[config.mk]
export PLATFORM = sky130hd
export DESIGN_NAME = puf_challenge_sequencer
export DESIGN_NICKNAME = d
export VERILOG_FILES = /design/src/rtl/puf_challenge_sequencer.sv
export SDC_FILE = /design/constraint.sdc
export NUM_CORES = 1
export LEC_CHECK = 0
export ABC_CLOCK_PERIOD_IN_PS = 3300
export CAP_MARGIN = 20
export CORE_MARGIN = 3
export CORE_UTILIZATION = 58
export CTS_CLUSTER_SIZE = 10
export DETAILED_ROUTE_END_ITERATION = 8
export HOLD_SLACK_MARGIN = 0.02
export PLACE_DENSITY = 0.85
export REMOVE_ABC_BUFFERS = 1
export SLEW_MARGIN = 30
export SYNTH_ARGS = -nofsm -noshare
export SYNTH_HDL_FRONTEND = slang
export SYNTH_SLANG_ARGS = --single-unit
[constraint.sdc]
create_clock -name clk -period 3.3 [get_ports clk]
set_clock_uncertainty 0.2 [all_clocks]
set_input_delay 0.66 -clock clk [delete_from_list [all_inputs] [get_ports clk]]
set_output_delay 0.66 -clock clk [all_outputs]
set_load 0.005 [all_outputs]
[src/rtl/puf_challenge_sequencer.sv]
// Arbiter-PUF challenge sequencer: walks 8 LFSR challenges, fires a race pulse per
// challenge and collects the synchronized responses into a byte. Optional PUF_MAJORITY_VOTE_EN.
module puf_challenge_sequencer #(
  parameter int SETTLE_CYCLES = 4,
  parameter int PULSE_WIDTH   = 2,
  parameter int CAPTURE_DELAY = 3
) (
  input  logic       clk,
  input  logic       rst_n,
  input  logic       start,
  input  logic [7:0] seed,
  output logic [7:0] puf_challenge,
  output logic       puf_pulse,
  input  logic       puf_response,
  output logic [7:0] resp_byte,
  output logic       resp_valid,
  output logic       busy,
  output logic [2:0] dbg_state
);

  typedef enum logic [2:0] {IDLE, SETTLE, PULSE, CAPTURE, DONE} state_e;

  localparam logic [7:0] S_LAST = 8'(SETTLE_CYCLES - 1);
  localparam logic [7:0] P_LAST = 8'(PULSE_WIDTH - 1);
  localparam logic [7:0] C_LAST = 8'(CAPTURE_DELAY - 1);

  // Handshake: start is a level; it is taken only in IDLE once reset release is
  // synchronized, and ignored otherwise. resp_valid is a single-cycle strobe with no back-pressure.
  state_e     state_q, state_d;
  logic [7:0] cnt_q, cnt_d;
  logic [2:0] bit_cnt_q, bit_cnt_d;
  logic [7:0] chal_q, chal_d;
  logic [7:0] shift_q, shift_d;
  logic [7:0] resp_byte_q, resp_byte_d;
  logic       resp_valid_q, resp_valid_d;
  logic       pulse_q, pulse_d;
  logic [1:0] sync_q, sync_d;
  logic [1:0] rst_ok_q, rst_ok_d;
  logic       commit;
  logic       bit_val;
`ifdef PUF_MAJORITY_VOTE_EN
  logic [1:0] eval_q, eval_d;
  logic [1:0] votes_q, votes_d;
`endif

  always_comb begin
    state_d      = state_q;
    cnt_d        = cnt_q;
    bit_cnt_d    = bit_cnt_q;
    chal_d       = chal_q;
    shift_d      = shift_q;
    resp_byte_d  = resp_byte_q;
    resp_valid_d = 1'b0;
    sync_d       = {sync_q[0], puf_response};
    rst_ok_d     = {rst_ok_q[0], 1'b1};
    commit       = 1'b0;
    bit_val      = sync_q[1];
`ifdef PUF_MAJORITY_VOTE_EN
    eval_d       = eval_q;
    votes_d      = votes_q;
`endif
    case (state_q)
      IDLE: begin
        if (start && rst_ok_q[1]) begin
          chal_d    = (seed == 8'h00) ? 8'h01 : seed;
          bit_cnt_d = 3'd0;
          cnt_d     = 8'd0;
          shift_d   = 8'h00;
`ifdef PUF_MAJORITY_VOTE_EN
          eval_d    = 2'd0;
`endif
          state_d   = SETTLE;
        end
      end
      SETTLE: begin
        if (cnt_q == S_LAST) begin
          cnt_d   = 8'd0;
          state_d = PULSE;
        end else cnt_d = cnt_q + 8'd1;
      end
      PULSE: begin
        if (cnt_q == P_LAST) begin
          cnt_d   = 8'd0;
          state_d = CAPTURE;
        end else cnt_d = cnt_q + 8'd1;
      end
      CAPTURE: begin
        if (cnt_q == C_LAST) begin
          cnt_d = 8'd0;
`ifdef PUF_MAJORITY_VOTE_EN
          if (eval_q == 2'd2) begin
            commit  = 1'b1;
            bit_val = (votes_q[0] & votes_q[1]) | (votes_q[0] & sync_q[1]) |
                      (votes_q[1] & sync_q[1]);
            eval_d  = 2'd0;
          end else begin
            votes_d[eval_q[0]] = sync_q[1];
            eval_d  = eval_q + 2'd1;
            state_d = SETTLE;
          end
`else
          commit = 1'b1;
`endif
          if (commit) begin
            shift_d[bit_cnt_q] = bit_val;
            if (bit_cnt_q == 3'd7) state_d = DONE;
            else begin
              bit_cnt_d = bit_cnt_q + 3'd1;
              chal_d    = {chal_q[6:0], chal_q[7] ^ chal_q[5] ^ chal_q[4] ^ chal_q[3]};
              state_d   = SETTLE;
            end
          end
        end else cnt_d = cnt_q + 8'd1;
      end
      DONE: begin
        resp_byte_d  = shift_q;
        resp_valid_d = 1'b1;
        state_d      = IDLE;
      end
      default: state_d = IDLE;
    endcase
    // Registered so the race pulse is glitch-free at the PUF inputs.
    pulse_d = (state_d == PULSE);
  end

  always_ff @(posedge clk or negedge rst_n) begin
    if (!rst_n) begin
      state_q      <= IDLE;
      cnt_q        <= 8'd0;
      bit_cnt_q    <= 3'd0;
      chal_q       <= 8'h00;
      shift_q      <= 8'h00;
      resp_byte_q  <= 8'h00;
      resp_valid_q <= 1'b0;
      pulse_q      <= 1'b0;
      sync_q       <= 2'b00;
      rst_ok_q     <= 2'b00;
`ifdef PUF_MAJORITY_VOTE_EN
      eval_q       <= 2'd0;
      votes_q      <= 2'b00;
`endif
    end else begin
      state_q      <= state_d;
      cnt_q        <= cnt_d;
      bit_cnt_q    <= bit_cnt_d;
      chal_q       <= chal_d;
      shift_q      <= shift_d;
      resp_byte_q  <= resp_byte_d;
      resp_valid_q <= resp_valid_d;
      pulse_q      <= pulse_d;
      sync_q       <= sync_d;
      rst_ok_q     <= rst_ok_d;
`ifdef PUF_MAJORITY_VOTE_EN
      eval_q       <= eval_d;
      votes_q      <= votes_d;
`endif
    end
  end

  assign puf_challenge = chal_q;
  assign puf_pulse     = pulse_q;
  assign resp_byte     = resp_byte_q;
  assign resp_valid    = resp_valid_q;
  assign busy          = (state_q != IDLE);
  assign dbg_state     = state_q;

endmodule

==> results.toml, run 1 <==
[outcome]
status = "finished clean"

[timing]
fin_tns_setup_ps = 0
max_slew_margin_pct = 60.17
hold_viol_final = 0
worst_pin_slew_ps = 597.5
fin_crit_sh_pct = 78.98
setup_viol = 0
rsz0062_at_grt = "false"
drv_slew = 0
min_period_ps = 2606
max_freq_mhz = 383.7

[synthesis]
yosys.area.top_type_share_pct = 48.38
synth_most_common_cell = "dfrtp_1"
synthTopCellsByCount = "44 x dfrtp_1, 33 x nand2_1, 10 x mux2_2"
synth_top_area_cell = "dfrtp_1"
ys.flop_type = "dfrtp_1"
synth-seq-cells = 44
synth.distinct_cells = 52
syn-cell-area_mm2 = 0.002276
postSynthCellCount = 211
yosysWarnings = 0
ys_top_cells_by_area = "dfrtp_1 48%, nand2_1 5.4%, mux2_2 4.9%, mux2_4 4.6%, ha_1 2.7%"
synth.yosys.seq_area_share_pct = 48.38
async_flop_share_pct = 100.0
synth_edf_count = 0
synth_area_per_cell_um2 = 10.79

[global_route]
track_usage_pct = 21.85
grt_pass1_wl_um = 7652
grt_max_degree = 45
grt_pass1_vias = 1667
grt-ovfl-total = 0
antenna_found_initial = 0

[floorplan]
ios = 34
coreArea_mm2 = 0.003716
die-area_mm2 = 0.004711
initial_core_util_pct = 61.25
die-width_um = 68.64
die_h_um = 68.64
rows = 22

[setup_path]
crit_path_end = "busy"
cp_max_fo = 12
worst_setup_path_start_kind = "register"
endpoint_kind = "output pin"
r2r_start = "bit_cnt_q[0]$_DFFE_PN0P_"
crit_arrival_ps = 1750
critical-path-slowest-cell = "dfrtp_1"
cp_cell_sequence = "or3_1, clkdlybuf4s50_1"
rrSetupSlack_ps = 800
crit_required_ps = 2440
timing.rr.end = "puf_challenge[0]$_DFFE_PN0P_"
cp-startpoint = "dbg_state[0]$_DFF_PN0_"
ff2ff_path_depth = 6
cpPeakStageDelay_ps = 520
crit_type = "reg -> out"

[placement]
dp_cells = 283
place_congestion = 0.7996
placed_area_mm2 = 0.002601
port_buffers = 33
dp_hpwl_um = 3253

[cells_and_area]
fin_area_mm2 = 0.002701
fin_cells = 291
area_delta_synth_final_pct = 18.69
drive_gt1_share_pct = 14.81
nets = 259
antennaDiodeCount = 0

[cts]
ctsResizeCount = 0
clkLatencyLatePin_ps = 300
clk_path_buf_depth = 2
hold_buffers = 0
cts_tree = "done"
cts_root_buf = "clkbuf_8"
clk_pin_slew_ps = 80
cts_made_buffers = 5
htree_levels = 2
cts.sinks = 44
post-cts-setup-buffers = 0

[route]
drtIter0Drc = 99
wirelength_um = 4533
wl_met3_um = 210
route.met2.wl_um = 2204
via_count = 1692
wirelength_met1_um = 2057
topRoutingLayerUsed = "met4"
routedWlPerCell_um = 15.58
first_pass_iters = 4
drc_errors = 0
viasPerCell = 5.814
drtAntennaViolNets = 0

[power]
p_leak_nw = 1.188
ir_worst_vdd_mv = 0.4749
netSwitchingPower_mw = 0.7756
power.share.combinational_pct = 44.0
finalPower_mw = 2.123
intPower_mw = 1.347
seqPwrFrac_pct = 39.4
swShare_pct = 36.54
p_per_area_mw_per_mm2 = 785.7
power_frac_clock_pct = 16.7

[flow_run]
drv_cap = 0

[worst_hold_path]
min_path_type = "in -> async"
## worst min path at each step
stage                           from                    end  slack, ps  depth (start not counted)
5_1_grt          sync_q[0]$_DFF_PN0_    sync_q[1]$_DFF_PN0_        160                          0
4_1_cts          sync_q[0]$_DFF_PN0_    sync_q[1]$_DFF_PN0_        150                          0
3_3_place_gp   rst_ok_q[0]$_DFF_PN0_  rst_ok_q[1]$_DFF_PN0_        130                          0
3_5_place_dp     sync_q[0]$_DFF_PN0_    sync_q[1]$_DFF_PN0_        140                          0
6_report                       rst_n   cnt_q[1]$_DFFE_PN0P_        140                          1
2_1_floorplan  rst_ok_q[0]$_DFF_PN0_  rst_ok_q[1]$_DFF_PN0_        130                          0
## power by group through the flow
stage | clock network [mW] | logic (mW) | registers [mW]
3_3_place_gp | 0 | 0.903 | 0.835
4_1_cts | 0.363 | 0.939 | 0.835
5_1_grt | 0.381 | 1.04 | 0.861
2_1_floorplan | 0 | 0.641 | 0.813
6_report | 0.353 | 0.933 | 0.836
3_5_place_dp | 0 | 0.936 | 0.846
## layout by cell type (no fill, tap or decap), types with 2 or more instances in the layout
master / Yosys / routed
nor3_1: 7 / 7
a31oi_1: 3 / 3
nand3b_1: 2 / 2
dfrtp_1: 44 / 44
o21ai_0: 2 / 2
inv_1: 8 / 8
nand4_1: 2 / 2
nand2b_1: 2 / 2
xnor2_1: 3 / 3
and3_1: 2 / 2
nand3_1: 2 / 2
nor2b_1: 4 / 4
buf_4: 0 / 2
and2_1: 5 / 5
a32o_1: 3 / 3
clkbuf_8: 0 / 6
a21oi_1: 4 / 4
mux2_4: 7 / 7
mux2_2: 10 / 10
o2bb2ai_1: 2 / 2
o22ai_1: 9 / 9
ha_1: 5 / 5
clkdlybuf4s50_1: 0 / 32
o311ai_1: 2 / 2
nor2_1: 9 / 9
a22o_1: 5 / 5
nand2_1: 33 / 33
clkinvlp_4: 0 / 2
o21ai_1: 3 / 3
## state kept, by name, indices dropped and copies added, names as in the netlist
signal	cells
cnt_q	8
puf_challenge	8
resp_byte	8
shift_q	8
bit_cnt_q	3
dbg_state	3
rst_ok_q	2
sync_q	2
puf_pulse	1
resp_valid	1
## cells by family after synthesis
| kind of cell | synth area share, % |
|---|---|
| AO/OA/AOI/OAI | 14.79 |
| XOR/XNOR | 1.155 |
| adder cells (fa/ha/maj) | 2.749 |
| buffers and inverters | 4.287 |
| flip-flops | 48.38 |
| multiplexers | 10.01 |
| other | 0.1648 |
| AND/OR/NAND/NOR | 18.47 |
## critical path, delay by kind of cell, from the launching register on
kind | cells | cell delay (ps)
buffers and inverters | 1 | 480
and+or+nand+nor | 1 | 450
DFF | 1 | 520
## metal layers
layer	vias up	track usage [%]
li1	820	-
met1	826	28.56
met2	40	35.04
met3	6	5.511
met4	0	7.940
met5	-	0
## cell type report
cell class / count / area [um2]
clock buffers: 6 / 82.58
clock inverters: 2 / 15.01
fillers: 274 / 1015
inverters: 8 / 30.03
multi-input cells: 149 / 1077
flip-flops and latches: 44 / 1101
well taps: 48 / 60.06
repair buffers: 34 / 335.3
## per-stage QoR
step | util (%) | hold WS, ps | setup WS [ps]
final | 72.69 | 141.3 | 693.5
after global routing | 72.69 | 158.7 | 632.1
after CTS | 72.63 | 154.8 | 681.6
after detailed placement | 70.00 | 136.3 | 680.1
after global placement | 70.00 | 131.9 | 697.0
after floorplan | - | 131.2 | 1063
Note: power is estimated with default switching activity, not from simulation.
==> run 2, diff against run 1 <==
--- a/config.mk
+++ b/config.mk
@@ -5,14 +5,14 @@
 export SDC_FILE = /design/constraint.sdc
 export NUM_CORES = 1
 export LEC_CHECK = 0
-export ABC_CLOCK_PERIOD_IN_PS = 3300
+export ABC_CLOCK_PERIOD_IN_PS = 2150
 export CAP_MARGIN = 20
 export CORE_MARGIN = 3
-export CORE_UTILIZATION = 58
+export CORE_UTILIZATION = 48
 export CTS_CLUSTER_SIZE = 10
 export DETAILED_ROUTE_END_ITERATION = 8
 export HOLD_SLACK_MARGIN = 0.02
-export PLACE_DENSITY = 0.85
+export PLACE_DENSITY = 0.75
 export REMOVE_ABC_BUFFERS = 1
 export SLEW_MARGIN = 30
 export SYNTH_ARGS = -nofsm -noshare
==> constraint.sdc (replaced) <==
create_clock -name clk -period 2.15 [get_ports clk]
set_clock_uncertainty 0.2 [all_clocks]
set_input_delay 0.43 -clock clk [delete_from_list [all_inputs] [get_ports clk]]
set_output_delay 0.43 -clock clk [all_outputs]
set_load 0.005 [all_outputs]
==> run 2 against run 1 <==
Sequential power grew 45%; power grew 69%; design area grew 7.2%; register-to-register slack lost 680 ps; sequential share of layout area shrank 2.6 points; critical path type is now reg -> reg; highest routed layer unchanged.
==> results.toml, run 2 (synthesis gave the netlist of run 1 again) <==
[route]
routedWlPerCell_um = 14.86
viasPerCell = 5.629
drtIter0Drc = 47
via_count = 1762
drtAntennaViolNets = 0
drc_errors = 0
first_pass_iters = 4
wirelength_um = 4651

[cells_and_area]
layout_common_cells = "42 x dfrtp_1, 33 x nand2_1, 31 x clkdlybuf4s50_1"
layout_commonest_cell = "dfrtp_1"
drive_gt1_share_pct = 21.84
antennaDiodeCount = 0
nets = 277
area_delta_synth_final_pct = 27.21
fin_cells = 313

[cts]
clk_path_buf_depth = 2
cts_tree = "done"
cts_root_buf = "clkbuf_8"
clkLatencyLatePin_ps = 290
htree_levels = 2
cts_made_buffers = 5
clk_pin_slew_ps = 80
cts.sinks = 44

[timing]
max_freq_mhz = 491.4
setup_slack_ps = 115.0
min_period_ps = 2035
holdWs_ps = 152.3
setup_viol = 0
hold_viol_final = 0
worst_pin_slew_ps = 521.1
rsz0062_at_grt = "false"
max_slew_margin_pct = 65.26
fin_crit_sh_pct = 94.65
drv_slew = 0

[power]
p_per_area_mw_per_mm2 = 1235
netSwitchingPower_mw = 1.232
p_leak_nw = 1.296
ir_worst_vdd_mv = 0.6792
intPower_mw = 2.344
swShare_pct = 34.46
finalPower_mw = 3.577
power.share.combinational_pct = 47.7
power_frac_clock_pct = 18.5
seqPwrFrac_pct = 33.8

[setup_path]
crit_type = "reg -> reg"
crit_arrival_ps = 2020
crit_top_cell = "ha_1"
cp_max_fo = 5
endpoint_kind = "register"
critical-path-slowest-cell = "dfrtp_1"
ff2ff_path_depth = 6
cp_cell_sequence = "ha_1, ha_1, nand3b_1, a21oi_2, o21a_4, mux2_2"
worst_setup_path_start_kind = "register"
cpPeakStageDelay_ps = 390
crit_required_ps = 2130

[global_route]
grt-ovfl-total = 0
grt_pass1_vias = 1636
grt_pass1_wl_um = 7769
track_usage_pct = 17.85
grt_max_degree = 24
antenna_found_initial = 0

[flow_run]
drv_cap = 0

[placement]
dp_hpwl_um = 3353
post-place-ws_ps = -154.9
port_buffers = 33
dp_cells = 302
place_congestion = 0.8327

[floorplan]
ios = 34
coreArea_mm2 = 0.004474
die_h_um = 74.86
initial_core_util_pct = 50.87
rows = 24
die-width_um = 74.86
die-area_mm2 = 0.005604

[outcome]
status = "finished clean"

[worst_hold_path]
worstHoldPathCells = 0
min_path_type = "reg -> reg"
-- run 2: changes by cell type in the layout (fill, tap and decap cells not counted), sizes merged --
| cell | before | now |
|---|---|---|
| clkdlybuf4s50 | 32 | 31 |
| clkinv | 0 | 1 |
| bufinv | 0 | 1 |
| o21a | 1 | 2 |
| dlygate4sd3 | 0 | 1 |
| dlygate4sd2 | 0 | 1 |
| buf | 2 | 18 |
| clkinvlp | 2 | 0 |
-- run 2: power by group through the flow --
stage | registers (mW) | logic [mW] | clock network [mW]
after global routing | 1.24 | 1.87 | 0.714
after detailed placement | 1.23 | 1.63 | 0
after global placement | 1.22 | 1.60 | 0
after CTS | 1.21 | 1.69 | 0.680
after floorplan | 1.25 | 0.984 | 0
final | 1.21 | 1.71 | 0.661
-- run 2: per-layer routing --
metal  vias up  global-route usage (%)  wire (um)
li1        859                       -          -
met1       863                   24.02       2109
met2        36                   29.01       2324
met3         4                   3.605        178
met4         0                   5.534         39
met5         -                       0          0
-- run 2: final cells by class --
| class | count | area [um2] |
|---|---|---|
| Clock buffer | 6 | 82.58 |
| Clock inverter | 2 | 38.79 |
| Fill cell | 375 | 1579 |
| Inverter | 8 | 30.03 |
| Multi-Input combinational cell | 150 | 1101 |
| Sequential cell | 44 | 1104 |
| Tap cell | 52 | 65.06 |
| Timing Repair Buffer | 51 | 474.2 |
-- run 2: critical path, delay by kind of cell (launching register included) --
family	cells	cell delay (ps)
flops	1	390
simple gates	1	180
compound gates	2	430
mux	1	340
fa+ha+maj	2	390
-- run 2: final timing paths --
kind / slack [ps] / from / endpoint
worst max-delay path: 120 / bit_cnt_q[0]$_DFFE_PN0P_ / puf_challenge[0]$_DFFE_PN0P_
worst min-delay path: 150 / sync_q[0]$_DFF_PN0_ / sync_q[1]$_DFF_PN0_
worst max register to register: 120 / bit_cnt_q[0]$_DFFE_PN0P_ / puf_challenge[0]$_DFFE_PN0P_
worst min register to register: 150 / sync_q[0]$_DFF_PN0_ / sync_q[1]$_DFF_PN0_
max in group asynchronous: 800 / rst_n / cnt_q[0]$_DFFE_PN0P_
min in group asynchronous: 440 / rst_n / puf_challenge[7]$_DFFE_PN0P_
-- run 2: stage by stage --
stage                     utilization, %  TNS, ps  instance area, um2
after floorplan                        -   -419.9                2208
after global placement             61.05   -639.0                2731
after detailed placement           61.05    -1031                2731
after CTS                          64.40        0                2882
after global routing               64.71        0                2895
final                              64.71        0                2895
-- run 2: repair_timing --
item | CTS | global route
hold buffers | 1 | 0
gates cloned | 0 | 1
hold endpoints to repair | 22 | 0
gates resized for setup | 4 | 2
setup endpoints to repair | 2 | 10
buffers inserted | 1 | 0
==> run 3, diff against run 2 <==
--- a/config.mk
+++ b/config.mk
@@ -13,6 +13,7 @@
 export DETAILED_ROUTE_END_ITERATION = 8
 export HOLD_SLACK_MARGIN = 0.02
 export PLACE_DENSITY = 0.75
+export RECOVER_POWER = 50
 export REMOVE_ABC_BUFFERS = 1
 export SLEW_MARGIN = 30
 export SYNTH_ARGS = -nofsm -noshare
==> run 3 against run 2 <==
Register-to-register slack about the same; largest cell class unchanged; clock-buffer cell count unchanged; clock power is essentially flat; sequential power is essentially flat; design area shrank 0.52%; critical endpoint unchanged.
==> results.toml, run 3 (synthesis gave the netlist of run 1 again) <==
[cells_and_area]
layout_commonest_cell = "dfrtp_1"
drive_gt1_share_pct = 21.84
multi_input_area_mm2 = 0.001101
fin_area_mm2 = 0.002880
area_delta_synth_final_pct = 26.55
fill_cells = 377
fin_cells = 313
nets = 277
layout_common_cells = "42 x dfrtp_1, 33 x nand2_1, 26 x clkdlybuf4s50_1"
seq_area_mm2 = 0.001104
antennaDiodeCount = 0

[route]
first_pass_iters = 4
wirelength_um = 4656
drc_errors = 0
routedWlPerCell_um = 14.88
viasPerCell = 5.661
via_count = 1772
drtIter0Drc = 51
drtAntennaViolNets = 0

[timing]
max_slew_margin_pct = 62.80
max_freq_mhz = 489.4
fin_crit_sh_pct = 95.03
setup_viol = 0
drv_slew = 0
hold_viol_final = 0
fin_tns_setup_ps = 0
min_period_ps = 2043
rsz0062_at_grt = "false"
worst_pin_slew_ps = 558.0

[cts]
clk_pin_slew_ps = 80
clk_path_buf_depth = 2
htree_levels = 2
cts.sinks = 44
cts_root_buf = "clkbuf_8"
cts_made_buffers = 5
clkLatencyLatePin_ps = 290
cts_tree = "done"

[floorplan]
die-width_um = 74.86
die_h_um = 74.86
coreArea_mm2 = 0.004474
ios = 34
initial_core_util_pct = 50.87
die-area_mm2 = 0.005604
rows = 24

[setup_path]
worst_setup_path_start_kind = "register"
r2r_start = "bit_cnt_q[0]$_DFFE_PN0P_"
cp_cell_sequence = "ha_1, ha_1, nand3b_1, a21oi_2, o21a_4, mux2_2"
timing.rr.end = "puf_challenge[0]$_DFFE_PN0P_"
critical-path-slowest-cell = "dfrtp_1"
cpPeakStageDelay_ps = 390
crit_required_ps = 2130
ff2ff_path_depth = 6
cp_max_fo = 5
crit_type = "reg -> reg"
endpoint_kind = "register"
crit_top_cell = "ha_1"
rrSetupSlack_ps = 110
crit_arrival_ps = 2030

[placement]
port_buffers = 33
dp_cells = 302
dp_hpwl_um = 3353
place_congestion = 0.8327
placed_area_mm2 = 0.002731

[power]
netSwitchingPower_mw = 1.233
swShare_pct = 34.53
power_frac_clock_pct = 18.5
p_per_area_mw_per_mm2 = 1240
seqPwrFrac_pct = 33.8
power.share.combinational_pct = 47.6
intPower_mw = 2.338
finalPower_mw = 3.570
p_leak_nw = 1.304
ir_worst_vdd_mv = 0.6783

[global_route]
track_usage_pct = 17.85
grt_pass1_wl_um = 7769
grt_max_degree = 24
antenna_found_initial = 0
grt-ovfl-total = 0
grt_pass1_vias = 1636

[worst_hold_path]
min-delay-start = "sync_q[0]$_DFF_PN0_"
worstHoldPathCells = 0
worstHoldEndpoint = "sync_q[1]$_DFF_PN0_"
min_path_type = "reg -> reg"

[outcome]
status = "finished clean"

[flow_run]
drv_cap = 0
## run 3: cell types whose count changed in the layout (fill, tap and decap cells not counted), sizes merged
cell,before,now
clkdlybuf4s50,31,26
dlygate4sd3,1,6
buf,18,16
clkbuf,6,8
## run 3: cell type report
cell class / instances / share of cell area [%]
inverters: 8 / 1.043
clock buffers: 6 / 2.867
well taps: 52 / 2.259
flip-flops and latches: 44 / 38.31
clock inverters: 2 / 1.347
repair buffers: 51 / 15.94
multi-input cells: 150 / 38.23
## run 3: through the flow
stage	setup slack (ps)	util, %	hold WS [ps]
6_report	106.8	64.37	152.3
2_1_floorplan	-87.27	-	-65.59
5_1_grt	15.49	64.37	161.0
3_5_place_dp	-154.9	61.05	134.7
3_3_place_gp	-115.4	61.05	131.8
4_1_cts	55.14	64.40	154.2
## run 3: critical path, delay by kind of cell, from the launching register on
kind,cells,cell delay (ps)
AO/OA/AOI/OAI,2,430
flip-flops,1,390
AND/OR/NAND/NOR,1,180
multiplexers,1,340
adder cells (fa/ha/maj),2,390
## run 3: worst max path at each step
stage | start | end | cells past startpoint
global route | cnt_q[0]$_DFFE_PN0P_ | cnt_q[7]$_DFFE_PN0P_ | 5
global placement | start | puf_challenge[0]$_DFFE_PN0P_ | 5
finish | bit_cnt_q[0]$_DFFE_PN0P_ | puf_challenge[0]$_DFFE_PN0P_ | 6
floorplan | bit_cnt_q[0]$_DFFE_PN0P_ | puf_challenge[0]$_DFFE_PN0P_ | 6
CTS | bit_cnt_q[0]$_DFFE_PN0P_ | puf_challenge[0]$_DFFE_PN0P_ | 6
detailed placement | start | puf_challenge[0]$_DFFE_PN0P_ | 5
## run 3: power by group through the flow
| stage | logic (mW) | clock network, mW | registers [mW] |
|---|---|---|---|
| CTS | 1.69 | 0.680 | 1.21 |
| detailed placement | 1.63 | 0 | 1.23 |
| global placement | 1.60 | 0 | 1.22 |
| global route | 1.86 | 0.714 | 1.24 |
| finish | 1.70 | 0.662 | 1.21 |
| floorplan | 0.984 | 0 | 1.25 |
## run 3: timing repair
| action | CTS | global route |
|---|---|---|
| setup buffers | 1 | 0 |
| endpoints found under the hold margin | 22 | 0 |
| cloned | 0 | 1 |
| endpoints found under the setup margin | 2 | 10 |
| resized for setup | 4 | 2 |
| hold buffers | 1 | 0 |
## run 3: layer usage
metal / track usage [%] / part of all wire, % / vias up
li1: - / - / 860
met1: 24.02 / 46 / 871
met2: 29.01 / 50 / 35
met3: 3.605 / 3.6 / 6
met4: 5.534 / 1.1 / 0
met5: 0 / 0 / -
